`config.mk`:
```
export PLATFORM = sky130hd
export DESIGN_NAME = sw_rx_port
export DESIGN_NICKNAME = d
export VERILOG_FILES = /design/src/rtl/sw_pkg.sv /design/src/rtl/sw_rx_fifo.sv /design/src/rtl/sw_rx_port.sv
export SDC_FILE = /design/constraint.sdc
export NUM_CORES = 1
export LEC_CHECK = 0
export ABC_AREA = 1
export BUFFER_PORTS_ARGS = -buffer_cell sky130_fd_sc_hd__clkbuf_2
export CORE_UTILIZATION = 40
export DETAILED_ROUTE_END_ITERATION = 10
export GPL_ROUTABILITY_DRIVEN = 0
export MAX_ROUTING_LAYER = met4
export PLACE_DENSITY_LB_ADDON = 0.08
export SLEW_MARGIN = 20
export SYNTH_ARGS = -nofsm -noshare
export SYNTH_HDL_FRONTEND = slang
export SYNTH_SLANG_ARGS = --single-unit
```
`constraint.sdc`:
```
create_clock -name clk -period 2.1 [get_ports clk]
set_input_delay 0.21 -clock clk [delete_from_list [all_inputs] [get_ports clk]]
set_output_delay 0.21 -clock clk [all_outputs]
set_load 0.005 [all_outputs]
```
`src/rtl/sw_pkg.sv`:
```
// Shared switch packet definitions: field offsets/widths and the packet type.
// Packet width and port count come from the PKTW / PORT macros; defaults are provided here.
`ifndef PKTW
`define PKTW 16
`endif
`ifndef PORT
`define PORT 4
`endif

package sw_pkg;

    localparam int unsigned PKTW    = `PKTW;
    localparam int unsigned PW      = PKTW + 1;
    localparam int unsigned NPORT   = `PORT;

    localparam int unsigned V_BIT   = PKTW;
    localparam int unsigned DST_W   = 2;
    localparam int unsigned DST_LSB = PKTW - DST_W;
    localparam int unsigned SRC_W   = 2;
    localparam int unsigned SRC_LSB = DST_LSB - SRC_W;
    localparam int unsigned SEQ_W   = 4;
    localparam int unsigned SEQ_LSB = SRC_LSB - SEQ_W;

    typedef logic [PW-1:0] pkt_t;

    function automatic logic [DST_W-1:0] pkt_dst(input pkt_t p);
        return p[DST_LSB +: DST_W];
    endfunction

    function automatic logic [SRC_W-1:0] pkt_src(input pkt_t p);
        return p[SRC_LSB +: SRC_W];
    endfunction

    function automatic logic [SEQ_W-1:0] pkt_seq(input pkt_t p);
        return p[SEQ_LSB +: SEQ_W];
    endfunction

endpackage

```
`src/rtl/sw_rx_fifo.sv`:
```
// Synchronous receive FIFO. Pointers carry one extra wrap bit so full and empty
// are distinguishable. Caller only pushes when not full or when popping in the same cycle.
module sw_rx_fifo #(
    parameter int unsigned W     = 17,
    parameter int unsigned DEPTH = 8
) (
    input  logic         clk,
    input  logic         rst,
    input  logic         push_i,
    input  logic [W-1:0] din_i,
    input  logic         pop_i,
    output logic [W-1:0] dout_o,
    output logic         full_o,
    output logic         empty_o
);

    localparam int unsigned AW = $clog2(DEPTH);

    logic [AW:0]  wr_ptr_q, wr_ptr_d;
    logic [AW:0]  rd_ptr_q, rd_ptr_d;
    logic [W-1:0] mem_q [DEPTH];
    logic [W-1:0] mem_d [DEPTH];

    // Next-state for storage and pointers
    always_comb begin
        wr_ptr_d = wr_ptr_q;
        rd_ptr_d = rd_ptr_q;
        mem_d    = mem_q;
        if (push_i) begin
            mem_d[wr_ptr_q[AW-1:0]] = din_i;
            wr_ptr_d = wr_ptr_q + (AW+1)'(1);
        end
        if (pop_i) begin
            rd_ptr_d = rd_ptr_q + (AW+1)'(1);
        end
    end

    // Storage and pointer registers
    always_ff @(posedge clk or negedge rst) begin
        if (!rst) begin
            wr_ptr_q <= '0;
            rd_ptr_q <= '0;
            for (int i = 0; i < int'(DEPTH); i++) begin
                mem_q[i] <= '0;
            end
        end else begin
            wr_ptr_q <= wr_ptr_d;
            rd_ptr_q <= rd_ptr_d;
            mem_q    <= mem_d;
        end
    end

    assign dout_o  = mem_q[rd_ptr_q[AW-1:0]];
    assign empty_o = (wr_ptr_q == rd_ptr_q);
    assign full_o  = (wr_ptr_q[AW] != rd_ptr_q[AW]) && (wr_ptr_q[AW-1:0] == rd_ptr_q[AW-1:0]);

endmodule

```
`src/rtl/sw_rx_port.sv`:
```
// Receive end of one switch output: input register, classifier, FIFO, saturating stats.
// Optional sequence checker enabled with macro SEQ_CHECK_EN.
module sw_rx_port
    import sw_pkg::*;
#(
    parameter int unsigned MY_PORT = 0,
    parameter int unsigned DEPTH   = 8,
    parameter int unsigned CNTW    = 8
) (
    input  logic            clk,
    input  logic            rst,
    input  logic [`PKTW:0]  pkt_i,
    input  logic            rd_rdy_i,
    output logic            rd_vld_o,
    output logic [`PKTW:0]  rd_pkt_o,
    output logic [CNTW-1:0] cnt_rx_o,
    output logic [CNTW-1:0] cnt_mis_o,
    output logic [CNTW-1:0] cnt_ovf_o,
`ifdef SEQ_CHECK_EN
    output logic [CNTW-1:0] cnt_seq_o,
`endif
    output logic            err_o
);

    pkt_t            in_q, in_d;
    logic [CNTW-1:0] cnt_rx_q, cnt_rx_d;
    logic [CNTW-1:0] cnt_mis_q, cnt_mis_d;
    logic [CNTW-1:0] cnt_ovf_q, cnt_ovf_d;
    logic            err_q, err_d;
    logic            full, empty;
    logic            hit, mis, ovf, push, pop, seq_err;

`ifdef SEQ_CHECK_EN
    logic [SEQ_W-1:0] exp_q [NPORT];
    logic [SEQ_W-1:0] exp_d [NPORT];
    logic [CNTW-1:0]  cnt_seq_q, cnt_seq_d;
`endif

    // Classify the registered packet and decide push / drop
    always_comb begin
        in_d = pkt_i;
        pop  = !empty && rd_rdy_i;
        hit  = in_q[V_BIT] && (pkt_dst(in_q) == DST_W'(MY_PORT));
        mis  = in_q[V_BIT] && (pkt_dst(in_q) != DST_W'(MY_PORT));
        push = hit && (!full || pop);
        ovf  = hit && full && !pop;
    end

`ifdef SEQ_CHECK_EN
    // Per-source expected sequence, resynced on every push
    always_comb begin
        exp_d   = exp_q;
        seq_err = 1'b0;
        if (push) begin
            seq_err = (pkt_seq(in_q) != exp_q[pkt_src(in_q)]);
            exp_d[pkt_src(in_q)] = pkt_seq(in_q) + SEQ_W'(1);
        end
        cnt_seq_d = (seq_err && cnt_seq_q != '1) ? cnt_seq_q + CNTW'(1) : cnt_seq_q;
    end
`else
    assign seq_err = 1'b0;
`endif

    // Saturating statistics and sticky error
    always_comb begin
        cnt_rx_d  = (push && cnt_rx_q  != '1) ? cnt_rx_q  + CNTW'(1) : cnt_rx_q;
        cnt_mis_d = (mis  && cnt_mis_q != '1) ? cnt_mis_q + CNTW'(1) : cnt_mis_q;
        cnt_ovf_d = (ovf  && cnt_ovf_q != '1) ? cnt_ovf_q + CNTW'(1) : cnt_ovf_q;
        err_d     = err_q || mis || ovf || seq_err;
    end

    // State registers
    always_ff @(posedge clk or negedge rst) begin
        if (!rst) begin
            in_q      <= '0;
            cnt_rx_q  <= '0;
            cnt_mis_q <= '0;
            cnt_ovf_q <= '0;
            err_q     <= 1'b0;
`ifdef SEQ_CHECK_EN
            cnt_seq_q <= '0;
            for (int i = 0; i < int'(NPORT); i++) begin
                exp_q[i] <= '0;
            end
`endif
        end else begin
            in_q      <= in_d;
            cnt_rx_q  <= cnt_rx_d;
            cnt_mis_q <= cnt_mis_d;
            cnt_ovf_q <= cnt_ovf_d;
            err_q     <= err_d;
`ifdef SEQ_CHECK_EN
            cnt_seq_q <= cnt_seq_d;
            exp_q     <= exp_d;
`endif
        end
    end

    sw_rx_fifo #(
        .W     (PW),
        .DEPTH (DEPTH)
    ) u_fifo (
        .clk     (clk),
        .rst     (rst),
        .push_i  (push),
        .din_i   (in_q),
        .pop_i   (pop),
        .dout_o  (rd_pkt_o),
        .full_o  (full),
        .empty_o (empty)
    );

    assign rd_vld_o  = !empty;
    assign cnt_rx_o  = cnt_rx_q;
    assign cnt_mis_o = cnt_mis_q;
    assign cnt_ovf_o = cnt_ovf_q;
    assign err_o     = err_q;
`ifdef SEQ_CHECK_EN
    assign cnt_seq_o = cnt_seq_q;
`endif

endmodule

```
### Yosys cells after proc, flatten, opt, wreduce, memory -nomap -nowiden

Index checks and enable logic that the tools add are counted.
W data, S select, Z words.

* flip-flop bits (word level): 186
* logic and storage cells: 56
* output and inout bits: 43
* bits of input ports: 20

* add/subtract/negate cells: 5
* muxes and demuxes: 6
* reductions and logical operators: 19
* bitwise gates (word level): 2
* equal/unequal tests: 6
* magnitude comparators: 3

Operators by type and width (number)
* $bwmux W136: 1
* $bmux W17 S3: 1
* $demux W17 S3: 1
* $mux W17: 3
* $add A8 B1 Y8 const B: 3
* $ne A8 B8 Y1 const B: 3
* $logic_and A1 B1 Y1: 11
* $add A4 B1 Y4 const B: 2
* $ge A4 B4 Y1 const B: 2
* $not A3 Y4: 2
* $eq A4 B4 Y1: 1
* $lt A4 B1 Y1 const B: 1
* $eq A3 B3 Y1: 1
* $logic_not A1 Y1: 3
* $logic_or A1 B1 Y1: 3
* $logic_not A2 Y1: 1
* $reduce_bool A2 Y1: 1
* $ne A1 B1 Y1: 1

### Longest topological paths before layout

* depth in word-level cells: 6
* depth in mapped cells: 11
* depth with buffers taken out: 9

### Modules after synthesis

A second synthesis with hierarchy kept.

* cells, all modules: 1180
* area total of the unflattened synthesis: 9163.8 µm²

By module, submodules not included
* sw_rx_fifo: sequential area each 3603.5 µm², cells each 955, instances 1, area each 7250.7 µm²
* sw_rx_port: sequential area each 1051.0 µm², cells each 225, instances 1, area each 1913.1 µm²

### Worst setup path after synthesis

OpenSTA, ideal clock, no wires.

* path kind: flip-flop to output port
* start point: register u_fifo.rd_ptr_q[0]
* end point: output rd_pkt_o[10]
* arrival: 1.464 ns
* path buffers: 3
* setup slack: 0.426 ns
* cell stages (with the launch flop): 9
* cell sequence: dfrtp_1 buf_2 inv_2 clkbuf_1 clkbuf_1 nor2_1 o22ai_1 nand2_1 nand2_1

* cells in the longest elaborated chain, start to end: 4

RTL lines
* from (decl): line sw_rx_fifo.sv:20 `logic [AW:0] rd_ptr_q, rd_ptr_d;`
* from (signal assigned): line sw_rx_fifo.sv:48 `rd_ptr_q <= rd_ptr_d;`
* $not A3 Y4 (not written as such): line sw_rx_fifo.sv:53 `assign dout_o = mem_q[rd_ptr_q[AW-1:0]];`
* $bmux W17 S3: line sw_rx_fifo.sv:53
* $mux W17 (not written as such) (2 in series): line sw_rx_fifo.sv:53
* to (decl): line sw_rx_port.sv:15 `` output logic [`PKTW:0] rd_pkt_o, ``

No other way between the ends. The select of a mux whose other input is x is not followed.

### Worst setup path after layout

* start point: register u_fifo.rd_ptr_q[0]
* end point: output rd_pkt_o[8]

Same word-level chain as after synthesis.

==> flow_metrics.py <==
metrics = {
    "status": {
        "run_status": "finished with violations",
        "violations": "DRC",
    },
    "clocking": {
        "h-tree-depth": 4,
        "cts_root_buf": "clkbuf_16",
        "clkLatencyLatePin_ns": 0.45,
        "clockBufferDepth": 2,
        "clkSlewWorstSetupHoldPaths_ns": 0.07,
        "clock_sinks": 186,
        "cts_tree": "built",
        "cts_buffers": 17,
    },
    "finish": {
        "mostFrequentLayoutCells": "nand2_1, dfrtp_1, nand4_1, nor2_1, o21ai_0",
        "area_growth_pct": 20.6,
        "drive_gt1_frac": 0.165,
        "nets": 1209,
        "fill_cells": 2105,
        "mostFrequentLayoutCell": "nand2_1",
        "antenna_cells": 0,
    },
    "sta": {
        "fin_tns_setup_ns": 0,
        "period_needed_ns": 2.07,
        "setup_viol": 0,
        "fin_hold_ws_ns": 0.0641,
        "relSlewSlack": 0.642,
        "timing.final.ws_setup_ns": 0.0276,
        "worst_pin_slew_ns": 0.537,
        "clock_skew_ns": 0.0132,
        "finalCritPeriodShare": 0.987,
        "grt_setup_unrepaired": "yes",
        "slew_violations": 0,
        "max_freq_mhz": 483,
        "hold_viol_final": 0,
    },
    "logic_synthesis": {
        "yosys_register_bits": 186,
        "yosys.area_share.adder": 0.00694,
        "synth_top_area_frac": 0.516,
        "netlist_area_mm2": 0.00902,
        "synthCells": 1105,
        "yosys.area.top_type": "dfrtp_1",
        "synth_xor_area_frac": 0.0155,
        "yosysSeqAreaShare": 0.516,
        "yosys-top-cells-area": "dfrtp_1, nand2_1, nand4_1",
        "synth_cell_types": 26,
        "synth_top_family_by_area": "simple AND/OR/NAND/NOR gates",
        "yosys_warnings": 0,
        "synth_compound_gate_area_share": 0.0667,
        "synth.area.mux_share": 0,
        "synth_nets": 1130,
        "yosys.area_share.simple": 0.317,
        "avgSynthCellArea_um2": 8.16,
    },
    "worst_setup_path": {
        "critical_path_buf_inv_count": 3,
        "end_kind": "primary output",
        "crit_path_cell_trace": "buf_6, clkbuf_16, nor2_1, o22ai_1, nand2_1, nand2_1, clkbuf_2",
        "slowest_stage": "dfrtp_2",
        "arrival_ns": 1.86,
        "crit_required_ns": 1.89,
        "critPathMaxStageDelay_ns": 0.50,
        "worstSetupPathType": "reg2out",
        "worst_r2r_startpoint": "u_fifo.rd_ptr_q[0]",
        "timing.rr.end": "cnt_ovf_o[1]",
        "rr_worst_depth": 9,
        "cp_common_cell": "nand2_1",
        "crit_fanout": 17,
        "path_depth": 7,
        "crit_end": "rd_pkt_o[8]",
        "reg2reg_slack_ns": 0.23,
        "crit_start": "u_fifo.rd_ptr_q[0]",
        "path_delay_family": "flip-flops",
        "start_kind": "register",
    },
    "drt": {
        "drc": 2,
        "final_antenna_net_count": 0,
        "vias": 7937,
        "drt_iter0_drc": 631,
        "wl_um": 27100,
        "wire_per_inst_um": 18.3,
        "vias_per_cell": 5.37,
        "dr.pass1.iters": 8,
    },
    "run": {
        "cap_violations": 0,
    },
    "die": {
        "start_util": 0.411,
        "fp.dieW_um": 152,
        "core_area_mm2": 0.0220,
        "dieArea_mm2": 0.0232,
        "rows": 54,
        "dieHeight_um": 152,
        "ios": 63,
    },
    "place": {
        "placement.io_buffers": 62,
        "place_hpwl_um": 17000,
        "place_ws_ns": 0.276,
    },
    "global_route": {
        "first_global_vias": 7495,
        "antenna_found_initial": 0,
        "grt_pass1_wl_um": 42400,
        "grt-ovfl-total": 0,
        "grt_max_degree": 60,
        "track_usage": 0.243,
    },
    "min_path": {
        "min_path_type": "in2reg",
    },
    "power": {
        "ir_drop_mv": 0.565,
        "power.density_mw_per_mm2": 1350,
        "leakage_nw": 5.70,
    },
}
[cell type report]
type / count / area (um2) / area share
multi-input combinational: 773 / 3720 / 0.342
clock inverter: 15 / 174 / 0.0160
timing repair buffer: 148 / 1320 / 0.122
sequential: 186 / 4660 / 0.428
inverter: 58 / 230 / 0.0212
clock buffer: 17 / 425 / 0.0391
tap: 280 / 350 / 0.0322
[power breakdown]
group,switching (mW),leakage (nW),internal [mW]
clock network,1.65,0.288,1.61
logic,3.63,3.01,2.44
registers,0.741,2.40,4.58
[state kept, by name, summed over array words and instances, names as in the netlist]
name / flops
cnt_ovf_o: 8
err_o: 1
u_fifo.mem_q: 136
u_fifo.wr_ptr_q: 4
cnt_mis_o: 8
in_q: 17
u_fifo.rd_ptr_q: 4
cnt_rx_o: 8
[per-layer routing]
| layer | wire (um) | GRT usage | share of wire | up-vias |
|---|---|---|---|---|
| li1 | - | - | - | 3823 |
| met1 | 13100 | 0.344 | 0.48 | 3865 |
| met2 | 12300 | 0.355 | 0.45 | 214 |
| met3 | 1280 | 0.0384 | 0.047 | 35 |
| met4 | 433 | 0.0777 | 0.016 | 0 |
| met5 | 0 | - | 0 | - |
[cells in the mapped netlist (all sizes together)]
cell type and n:
nand3b 1, inv 58, xor2 12, xnor2 4, buf 42, ha 5, o22ai 32, nand3 26
nand4 132, nor2 87, a31oi 1, clkbuf 46, a21oi 6, o21ai 73, nand2 385, dfrtp 186
nor3 9
[cells by family after synthesis]
kind of cell	Yosys count
AND/OR/NAND/NOR	640
flip-flops	186
buffers and inverters	146
AO/OA/AOI/OAI	112
XOR/XNOR	16
adder cells (fa/ha/maj)	5
[worst min-delay path, stage by stage]
cell and delay [ns]:
clkbuf_2 0.12, nand3_1 0.09, nand2_1 0.05
[stage by stage]
stage / util / instance area, um2 / std cells / power (mW)
4_1_cts: 0.484 / 10600 / 1467 / 14.1
2_1_floorplan: - / 9020 / 1105 / 8.50
3_3_place_gp: 0.446 / 9790 / 1416 / 10.6
3_5_place_dp: 0.446 / 9790 / 1416 / 10.6
6_report: 0.495 / 10900 / 1477 / 14.6
5_1_grt: 0.495 / 10900 / 1477 / 15.6
[what timing repair did]
action | CTS | global route
setup buffers | 0 | 5
cloned | 1 | 5
resized for setup | 10 | 26
endpoints found under the hold margin | 71 | 0
endpoints found under the setup margin | 14 | 17
pin swaps | 1 | 5
hold buffers | 18 | 0
[how the worst min path moves through the flow]
| stage | startpoint | end | slack (ns) | depth (start not counted) |
|---|---|---|---|---|
| after floorplan | rst | cnt_mis_o[0] | -0.09 | 0 |
| after global placement | rst | u_fifo.mem_q[14] | 0.24 | 1 |
| after detailed placement | rst | u_fifo.mem_q[14] | 0.24 | 1 |
| after CTS | rd_rdy_i | u_fifo.rd_ptr_q[3] | 0.06 | 3 |
| after global routing | rd_rdy_i | u_fifo.rd_ptr_q[3] | 0.07 | 3 |
| final | rd_rdy_i | u_fifo.rd_ptr_q[3] | 0.06 | 3 |
Power figures use the tool's default switching activity.
